$ cat src/rtl/pipe_stage_pkg.sv
// Shared defines for the ID->EX pipeline register slice:
// stage state encoding, payload field widths and NOP constants.
package pipe_stage_pkg;

  typedef enum logic [1:0] {
    ST_EMPTY = 2'd0,
    ST_ONE   = 2'd1,
    ST_TWO   = 2'd2
  } stage_state_e;

  localparam int unsigned ALUOP_W   = 7;
  localparam int unsigned ALUSEL_W  = 3;
  localparam int unsigned REG_W     = 32;
  localparam int unsigned REGADDR_W = 5;

  localparam logic [ALUOP_W-1:0]   EXE_NOP_OP  = '0;
  localparam logic [ALUSEL_W-1:0]  EXE_RES_NOP = '0;
  localparam logic [REGADDR_W-1:0] NOPRegAddr  = '0;
  localparam logic [REG_W-1:0]     ZeroWord    = '0;

  typedef struct packed {
    logic [ALUOP_W-1:0]   aluop;
    logic [ALUSEL_W-1:0]  alusel;
    logic [REG_W-1:0]     reg1;
    logic [REG_W-1:0]     reg2;
    logic [REGADDR_W-1:0] wd;
    logic                 wreg;
  } id_ex_t;

  localparam int unsigned ID_EX_W = $bits(id_ex_t);

  localparam id_ex_t ID_EX_NOP = '{
    aluop:  EXE_NOP_OP,
    alusel: EXE_RES_NOP,
    reg1:   ZeroWord,
    reg2:   ZeroWord,
    wd:     NOPRegAddr,
    wreg:   1'b0
  };

endpackage

$ cat src/rtl/pipe_stage_sat_counter.sv
// sat_counter: saturating up-counter with synchronous clear.
// Ports: clk, rst, inc (count enable), clr (clear, wins), cnt.
module sat_counter #(
  parameter int unsigned W = 16
) (
  input  logic         clk,
  input  logic         rst,
  input  logic         inc,
  input  logic         clr,
  output logic [W-1:0] cnt
);

  logic [W-1:0] cnt_q;
  logic [W-1:0] cnt_d;

  always_comb begin
    cnt_d = cnt_q;
    if (clr) begin
      cnt_d = '0;
    end else if (inc && (cnt_q != '1)) begin
      cnt_d = cnt_q + 1'b1;
    end
  end

  always_ff @(posedge clk) begin
    if (rst) begin
      cnt_q <= '0;
    end else begin
      cnt_q <= cnt_d;
    end
  end

  assign cnt = cnt_q;

endmodule

$ cat src/rtl/pipe_stage.sv
// pipe_stage: valid/ready pipeline register with optional skid entry,
// flush, bubble payload and a saturating back-pressure counter.
// Ports: clk, rst (sync, high), flush, up_valid/up_ready/up_data,
// dn_valid/dn_ready/dn_data, stall_cnt, cnt_clr.
module pipe_stage
  import pipe_stage_pkg::*;
#(
  parameter int unsigned       DATA_W    = ID_EX_W,
  parameter logic [DATA_W-1:0] NOP_VALUE = DATA_W'(ID_EX_NOP),
  parameter bit                SKID      = 1'b1,
  parameter int unsigned       CNT_W     = 16
) (
  input  logic              clk,
  input  logic              rst,
  input  logic              flush,
  input  logic              up_valid,
  output logic              up_ready,
  input  logic [DATA_W-1:0] up_data,
  output logic              dn_valid,
  input  logic              dn_ready,
  output logic [DATA_W-1:0] dn_data,
  output logic [CNT_W-1:0]  stall_cnt,
  input  logic              cnt_clr
);

  stage_state_e      state_q, state_d;
  logic [DATA_W-1:0] main_q, main_d;
  logic [DATA_W-1:0] skid_q, skid_d;
  logic              rdy_q, rdy_d;
  logic              up_xfer;
  logic              dn_xfer;

  assign dn_valid = (state_q != ST_EMPTY);
  assign dn_data  = dn_valid ? main_q : NOP_VALUE;

  // Skid mode: ready is a flop; otherwise ready looks through.
  assign up_ready = SKID ? rdy_q : (!dn_valid || dn_ready);

  assign up_xfer = up_valid && up_ready;
  assign dn_xfer = dn_valid && dn_ready;

  always_comb begin
    state_d = state_q;
    main_d  = main_q;
    skid_d  = skid_q;
    if (flush) begin
      state_d = ST_EMPTY;
      main_d  = NOP_VALUE;
      skid_d  = NOP_VALUE;
    end else begin
      unique case (state_q)
        ST_EMPTY: begin
          if (up_xfer) begin
            state_d = ST_ONE;
            main_d  = up_data;
          end
        end
        ST_ONE: begin
          unique case (1'b1)
            (up_xfer && dn_xfer): begin
              main_d = up_data;
            end
            (!up_xfer && dn_xfer): begin
              state_d = ST_EMPTY;
            end
            (up_xfer && !dn_xfer && SKID): begin
              state_d = ST_TWO;
              skid_d  = up_data;
            end
            default: ;
          endcase
        end
        ST_TWO: begin
          if (dn_xfer) begin
            state_d = ST_ONE;
            main_d  = skid_q;
            skid_d  = NOP_VALUE;
          end
        end
        default: begin
          state_d = ST_EMPTY;
          main_d  = NOP_VALUE;
          skid_d  = NOP_VALUE;
        end
      endcase
    end
    rdy_d = (state_d != ST_TWO);
  end

  always_ff @(posedge clk) begin
    if (rst) begin
      state_q <= ST_EMPTY;
      main_q  <= NOP_VALUE;
      skid_q  <= NOP_VALUE;
      rdy_q   <= 1'b1;
    end else begin
      state_q <= state_d;
      main_q  <= main_d;
      skid_q  <= skid_d;
      rdy_q   <= rdy_d;
    end
  end

  sat_counter #(
    .W(CNT_W)
  ) u_stall_cnt (
    .clk(clk),
    .rst(rst),
    .inc(dn_valid && !dn_ready && !flush),
    .clr(cnt_clr),
    .cnt(stall_cnt)
  );

endmodule
$ cat config.mk
export PLATFORM = sky130hd
export DESIGN_NAME = pipe_stage
export DESIGN_NICKNAME = d
export VERILOG_FILES = /design/src/rtl/pipe_stage_pkg.sv /design/src/rtl/pipe_stage_sat_counter.sv /design/src/rtl/pipe_stage.sv
export SDC_FILE = /design/constraint.sdc
export NUM_CORES = 1
export LEC_CHECK = 0
export BUFFER_PORTS_ARGS = -buffer_cell sky130_fd_sc_hd__buf_4
export CAP_MARGIN = 20
export CORE_ASPECT_RATIO = 1.5
export CORE_MARGIN = 2
export CORE_UTILIZATION = 40
export DETAILED_ROUTE_END_ITERATION = 10
export SYNTH_ARGS = -nofsm -noshare
export SYNTH_HDL_FRONTEND = slang
export SYNTH_SLANG_ARGS = --single-unit
$ cat constraint.sdc
create_clock -name clk -period 4.4 [get_ports clk]
set_input_delay 0.44 -clock clk [delete_from_list [all_inputs] [get_ports clk]]
set_output_delay 0.44 -clock clk [all_outputs]
set_load 0.01 [all_outputs]
==> metrics.txt, run 1 <==
Worst EP arrival=2.69 ns; clock-pin transition on the worst setup and hold timing paths=0.07 ns; Max Slew Vio Count=0; Via Count=7852; largest family of logic cells by synthesized area=simple AND/OR/NAND/NOR gates; CTS Sinks=179; Synth Area in Compound Gates=8.11%; f_max=0.319 GHz; final period utilization=71.2%; Post-Syn Instances=1172; Tightest Hold Check Type=in -> reg; Slew @ Worst Pin=1.06 ns; status=complete, no violations; skew final=0.0128 ns; Hold WS=0.329 ns; via count of the first global-routing pass=7584; CTS buffer count=17; Routed met1 length=10100 um; CP delay by family, top=simple AND/OR/NAND/NOR gates; Hold Fails Final Rpt=0; Seq/Total Area, Yosys=40.1%; post-synthesis xor/xnor area fraction=0%; clk_lat worst skew=0.43 ns; total gr overflow=0; Netlist cell types=42; total negative slack=0 ns; clk root buf=clkbuf_16; unrepaired setup endpoints after global routing=false; met3 WL=1070 um; Ports=184; Hold Buf Count CTS=0; Max clock buf depth=2; MaxCap Viol Count=0; most frequent cells in the layout=244 x nor2_1, 189 x buf_4, 177 x dfxtp_1; DRC=0; syn_nets=1259; total track usage=19.9%; Avg Synthesized Cell Area=7.63 um^2; largest net degree at the start of global routing=113; die area=0.0236 mm^2; critical-path cell list=or2_2, buf_4, and2_1, buf_4; VDD IR max=227 uV; min cycle time layout=3.13 ns; initial core utilization=40.4%; commonest non-fill, non-tap cell in the layout=nor2_1; Routed WL=23400 um; first drt pass iteration count=5; chip height=187 um; fin nets=1377; post-DR vias/cell=4.97; CP dominant cell by count=buf_4; RD Place Congestion=0.773; Diodes inserted=0; dpl hpwl=14700 um; initial antenna violation count=0; initial drt markers=477; Slew HR=29.1%; Resize count post-CTS=0; Max FO, Critical Path=59; CP Class=reg -> out; Seq cells post-synth=179; Routed Antenna Nets=0; postcts setup bufs=0; wire per inst=14.8 um; Critical Path RT=3.96 ns; Max Used Layer=met4; Ys Warns=0; Synth Area in Simple Gates=33.4%; CTS tree=done; Slowest Stage Delay on Critical Path=0.74 ns; FP Rows=67; global-route wire length before repair=38500 um; H-tree depth=4; share of post-route cells with drive strength above 1=18.6%; Worst setup EP type=output port; Layout area overhead=21.7%; Netlist Area Pre-Place=0.00895 mm^2; Pleak=0.00455 uW; IO buf count=183; slowest CP cell=dfxtp_4; Synth Area in Adders=0.140%; DR WL met2=11900 um; mux contribution to synthesized area=9.62%; Final Setup Violations=0; Power per Cell Area=321 mW/mm^2; count of buffer and inverter cells on the critical path=2; core area=0.0221 mm^2; Worst setup SP type=flip-flop; die width=126 um
[final timing paths]
kind | start | endpoint | slack [ns] | cells after the start
max reg2reg | state_q[1] | u_stall_cnt.cnt[5] | 1.69 | 4
min reg2reg | main_q[47] | main_q[47] | 0.49 | 2
min | dn_ready | up_ready | 0.33 | 2
max | state_q[1] | dn_data[76] | 1.27 | 4
[state kept, by name, indices dropped and copies added (netlist names)]
signal           flops
up_ready             1
main_q              80
state_q              2
u_stall_cnt.cnt     16
skid_q              80
[cells by family (layout without fill, tap and decap cells)]
logic type               after synthesis  after routing
AO/OA/AOI/OAI                        109            109
AND/OR/NAND/NOR                      620            620
buffers and inverters                177            308
flip-flops                           179            179
multiplexers                          86             86
adder cells (fa/ha/maj)                1              1
[metal layers]
metal | GRT usage (%) | vias up
met5 | 0 | -
met4 | 5.87 | 0
met3 | 3.78 | 14
met2 | 35.6 | 174
met1 | 23.9 | 3618
li1 | - | 4046
[cell usage after synthesis]
master / n / area share, %
nor3_1: 72 / 4.0
nor2_1: 244 / 10
buf_2: 11 / 0.62
nor2b_1: 2 / 0.14
or3_1: 7 / 0.49
and3b_1: 1 / 0.098
o22ai_1: 80 / 5.6
a211o_1: 1 / 0.098
nand2_1: 93 / 3.9
o311ai_0: 2 / 0.20
nor4b_1: 1 / 0.098
nor3_2: 9 / 1.0
or2_2: 3 / 0.21
a21oi_1: 5 / 0.28
o311a_1: 1 / 0.11
and4_1: 2 / 0.20
nand3_1: 8 / 0.45
nor4_2: 1 / 0.14
buf_6: 8 / 1.0
inv_1: 83 / 3.5
o22a_1: 2 / 0.20
o21ai_0: 3 / 0.17
o41ai_1: 2 / 0.20
a211oi_1: 2 / 0.17
ha_1: 1 / 0.14
o211ai_1: 1 / 0.084
buf_1: 2 / 0.084
dfxtp_1: 179 / 40
nand4_1: 6 / 0.42
nor4_1: 5 / 0.35
mux2i_1: 86 / 9.6
o31ai_4: 1 / 0.24
o21a_1: 2 / 0.17
o31a_1: 2 / 0.20
buf_4: 10 / 0.84
and2_1: 160 / 11
clkbuf_1: 63 / 2.6
o31ai_1: 4 / 0.34
nand2b_1: 1 / 0.070
or4_1: 3 / 0.25
and3_1: 2 / 0.14
o21bai_1: 1 / 0.084
[power by group]
group          leakage (uW)  internal, uW  total, uW  switching [uW]
sequential          0.00145          1660       1690            27.7
clock              0.000261           730       1410             678
combinational       0.00284           177        404             226
total               0.00455          2570       3500             932
[area by class of cell]
class	instances	area, um^2
multi-input combinational	816	4610
fill	2250	11200
clock inverter	14	109
inverter	83	312
clock buffer	18	429
tap	276	345
sequential	179	3590
timing repair buffer	193	1500
[metrics by stage]
stage	setup WS (ns)	total power, uW	cells	util, %	cell area, um^2
6_report	1.27	3500	1579	49.2	10900
5_1_grt	1.03	3670	1579	49.2	10900
3_3_place_gp	1.75	2130	1546	46.7	10300
3_5_place_dp	1.68	2130	1546	46.7	10300
2_1_floorplan	2.62	1990	1172	-	8950
4_1_cts	1.20	3550	1578	49.1	10900
[worst reg2reg max path, delay by kind of cell, from the launching register on]
| family | cells | cell delay, ns |
|---|---|---|
| compound gates | 1 | 0.15 |
| flops | 1 | 0.74 |
| simple gates | 3 | 1.75 |
(Power assumes the default switching activity.)
==> inputs of run 2 (changes only) <==
ABC_AREA = 1   (was default)
clock period = 2.95 ns   (was 4.4 ns; I/O delays follow)
==> metrics.txt, run 2 <==
status=complete, no violations; Hold EP=state_q[0]; Core Util, Final=50.6%; Seq/Total Area, Yosys=43.8%; proportion of netlist area held by the largest area contributor=43.8%; min cycle time layout=2.61 ns; Hold Buf Count CTS=0; Slew HR=41.4%; met2 Use GR=35.3%; Worst setup SP type=flip-flop; final std cells w/o fill=1585; Critical R2R Launch=state_q[1]; Netlist cell types=27; met3 Use GR=4.10%; CTS Sinks=179; Avg Synthesized Cell Area=6.92 um^2; Max FO, Critical Path=59; commonest non-fill, non-tap cell in the layout=buf_4; Ports=184; global-route wire length before repair=35500 um; largest net degree at the start of global routing=132; core area=0.0203 mm^2; clock-pin transition on the worst setup and hold timing paths=0.06 ns; dpl hpwl=14000 um; Pleak=0.00432 uW; dpl ws=0.628 ns; clk root buf=clkbuf_16; Routed Antenna Nets=0; final worst setup slack=0.343 ns; final period utilization=88.4%; wire per inst=14.0 um; Worst EP arrival=2.31 ns; FP Rows=64; Max clock buf depth=2; first drt pass iteration count=5; CTS buffer count=17; total negative slack=0 ns; VDD IR max=377 uV; async set or reset register ratio after synthesis=0%; Critical Path RT=2.65 ns; total gr overflow=0; Worst R2R Path Depth=6; MaxCap Viol Count=0; chip height=179 um; Tightest Hold Check Type=in -> reg; RD Place Congestion=0.769; ys flop type=dfxtp_1; Max Slew Vio Count=0; post-synth top area cell=dfxtp_1; f_max=0.384 GHz; via count of the first global-routing pass=7084; hold_sp=rst; initial core utilization=40.4%; Post-synth top cells=179 x dfxtp_1, 172 x a21oi_1, 158 x inv_1; R2R setup slack=0.60 ns; initial antenna violation count=1; Routed WL=22200 um; GR peak layer=met2; Power per Cell Area=527 mW/mm^2; H-tree depth=4; Worst setup EP type=output port; Post-Syn Instances=1182; Layout area overhead=25.4%; Final Setup Violations=0; post-DR vias/cell=4.94; Seq cells post-synth=179; fin nets=1394; CP Class=reg -> out; Placed Cells=1552; initial drt markers=649; CTS tree=done; Slew @ Worst Pin=0.878 ns; postcts setup bufs=0; Netlist Area Pre-Place=0.00818 mm^2; DRC=0; unrepaired setup endpoints after global routing=false; GRT met1 Usage=25.3%; most frequent cell after synthesis=dfxtp_1; most frequent cells in the layout=192 x buf_4, 178 x dfxtp_1, 172 x a21oi_1; EDFF count, synth=0; Synth area leaders=dfxtp_1 44%, a21oi_1 11%, o21ai_0 8.2%, inv_1 7.2%, nand2_1 7.1%; clk_lat worst skew=0.43 ns; total track usage=20.5%; Ys Warns=0; IO buf count=183; Hold Fails Final Rpt=0; syn_nets=1269; R2R Path End=skid_q[46]; Hold Path Depth=2; die area=0.0216 mm^2; share of post-route cells with drive strength above 1=18.3%; die width=121 um; Resize count post-CTS=0; Via Count=7832; skew final=0.00823 ns
run 2: cell count changes after synthesis, moves of 75 or more:
cell	before	now
a21oi_1	5	172
and2_1	160	0
o21ai_0	3	134
nor2_1	244	146
mux2i_1	86	0
inv_1	83	158
run 2: through the flow:
stage / total power [uW] / instance area (um^2) / hold slack [ns]
final: 5410 / 10300 / 0.0854
after global routing: 5620 / 10300 / 0.0944
after CTS: 5470 / 10300 / 0.0769
after detailed placement: 3040 / 9630 / 0.444
after global placement: 3030 / 9630 / 0.440
after floorplan: 2830 / 8180 / 0.367
run 2: power breakdown:
group	leakage (uW)	switching, uW	internal [uW]
clock network	0.000309	1000	1430
registers	0.00145	15.5	2480
logic	0.00256	298	186
run 2: worst max-delay path, cell delays in order, from the launching register on:
cell and delay [ns]:
dfxtp_1 0.34, inv_2 0.45, nand2_4 0.14, inv_2 0.34
buf_12 0.33, nor2_1 0.10, buf_4 0.15
run 2: how the worst max path moves through the flow:
stage | cells after the start | slack, ns | from | end
after global placement | 6 | 0.69 | state_q[1] | skid_q[68]
after CTS | 6 | 0.30 | state_q[0] | dn_data[55]
after floorplan | 8 | 1.40 | u_stall_cnt.cnt[0] | u_stall_cnt.cnt[11]
after global routing | 6 | 0.19 | state_q[0] | dn_data[65]
final | 6 | 0.34 | state_q[0] | dn_data[62]
after detailed placement | 6 | 0.63 | state_q[1] | skid_q[67]
run 2: area by class of cell:
| type | count | area (um^2) |
|---|---|---|
| inverters | 164 | 616 |
| clock inverters | 15 | 200 |
| repair buffers | 196 | 1520 |
| diodes | 1 | 2.50 |
| fillers | 2119 | 10000 |
| multi-input cells | 749 | 3580 |
| well taps | 264 | 330 |
| clock buffers | 17 | 425 |
| flip-flops and latches | 179 | 3580 |
run 2: cell families after synthesis:
family                     count (synthesis)  share of synthesized area (%)
DFF                                      179                           43.8
AOI/OAI and AO/OA                        388                           25.3
buffers and inverters                    254                           12.6
xor gates and xnor gates                   6                          0.642
and+or+nand+nor                          354                           17.5
adders and majority gates                  1                          0.153
run 2: per-layer routing:
metal / wire length, um / vias up
met5: 0 / -
met4: 400 / 0
met3: 992 / 28
met2: 11100 / 152
met1: 9730 / 3575
li1: - / 4077
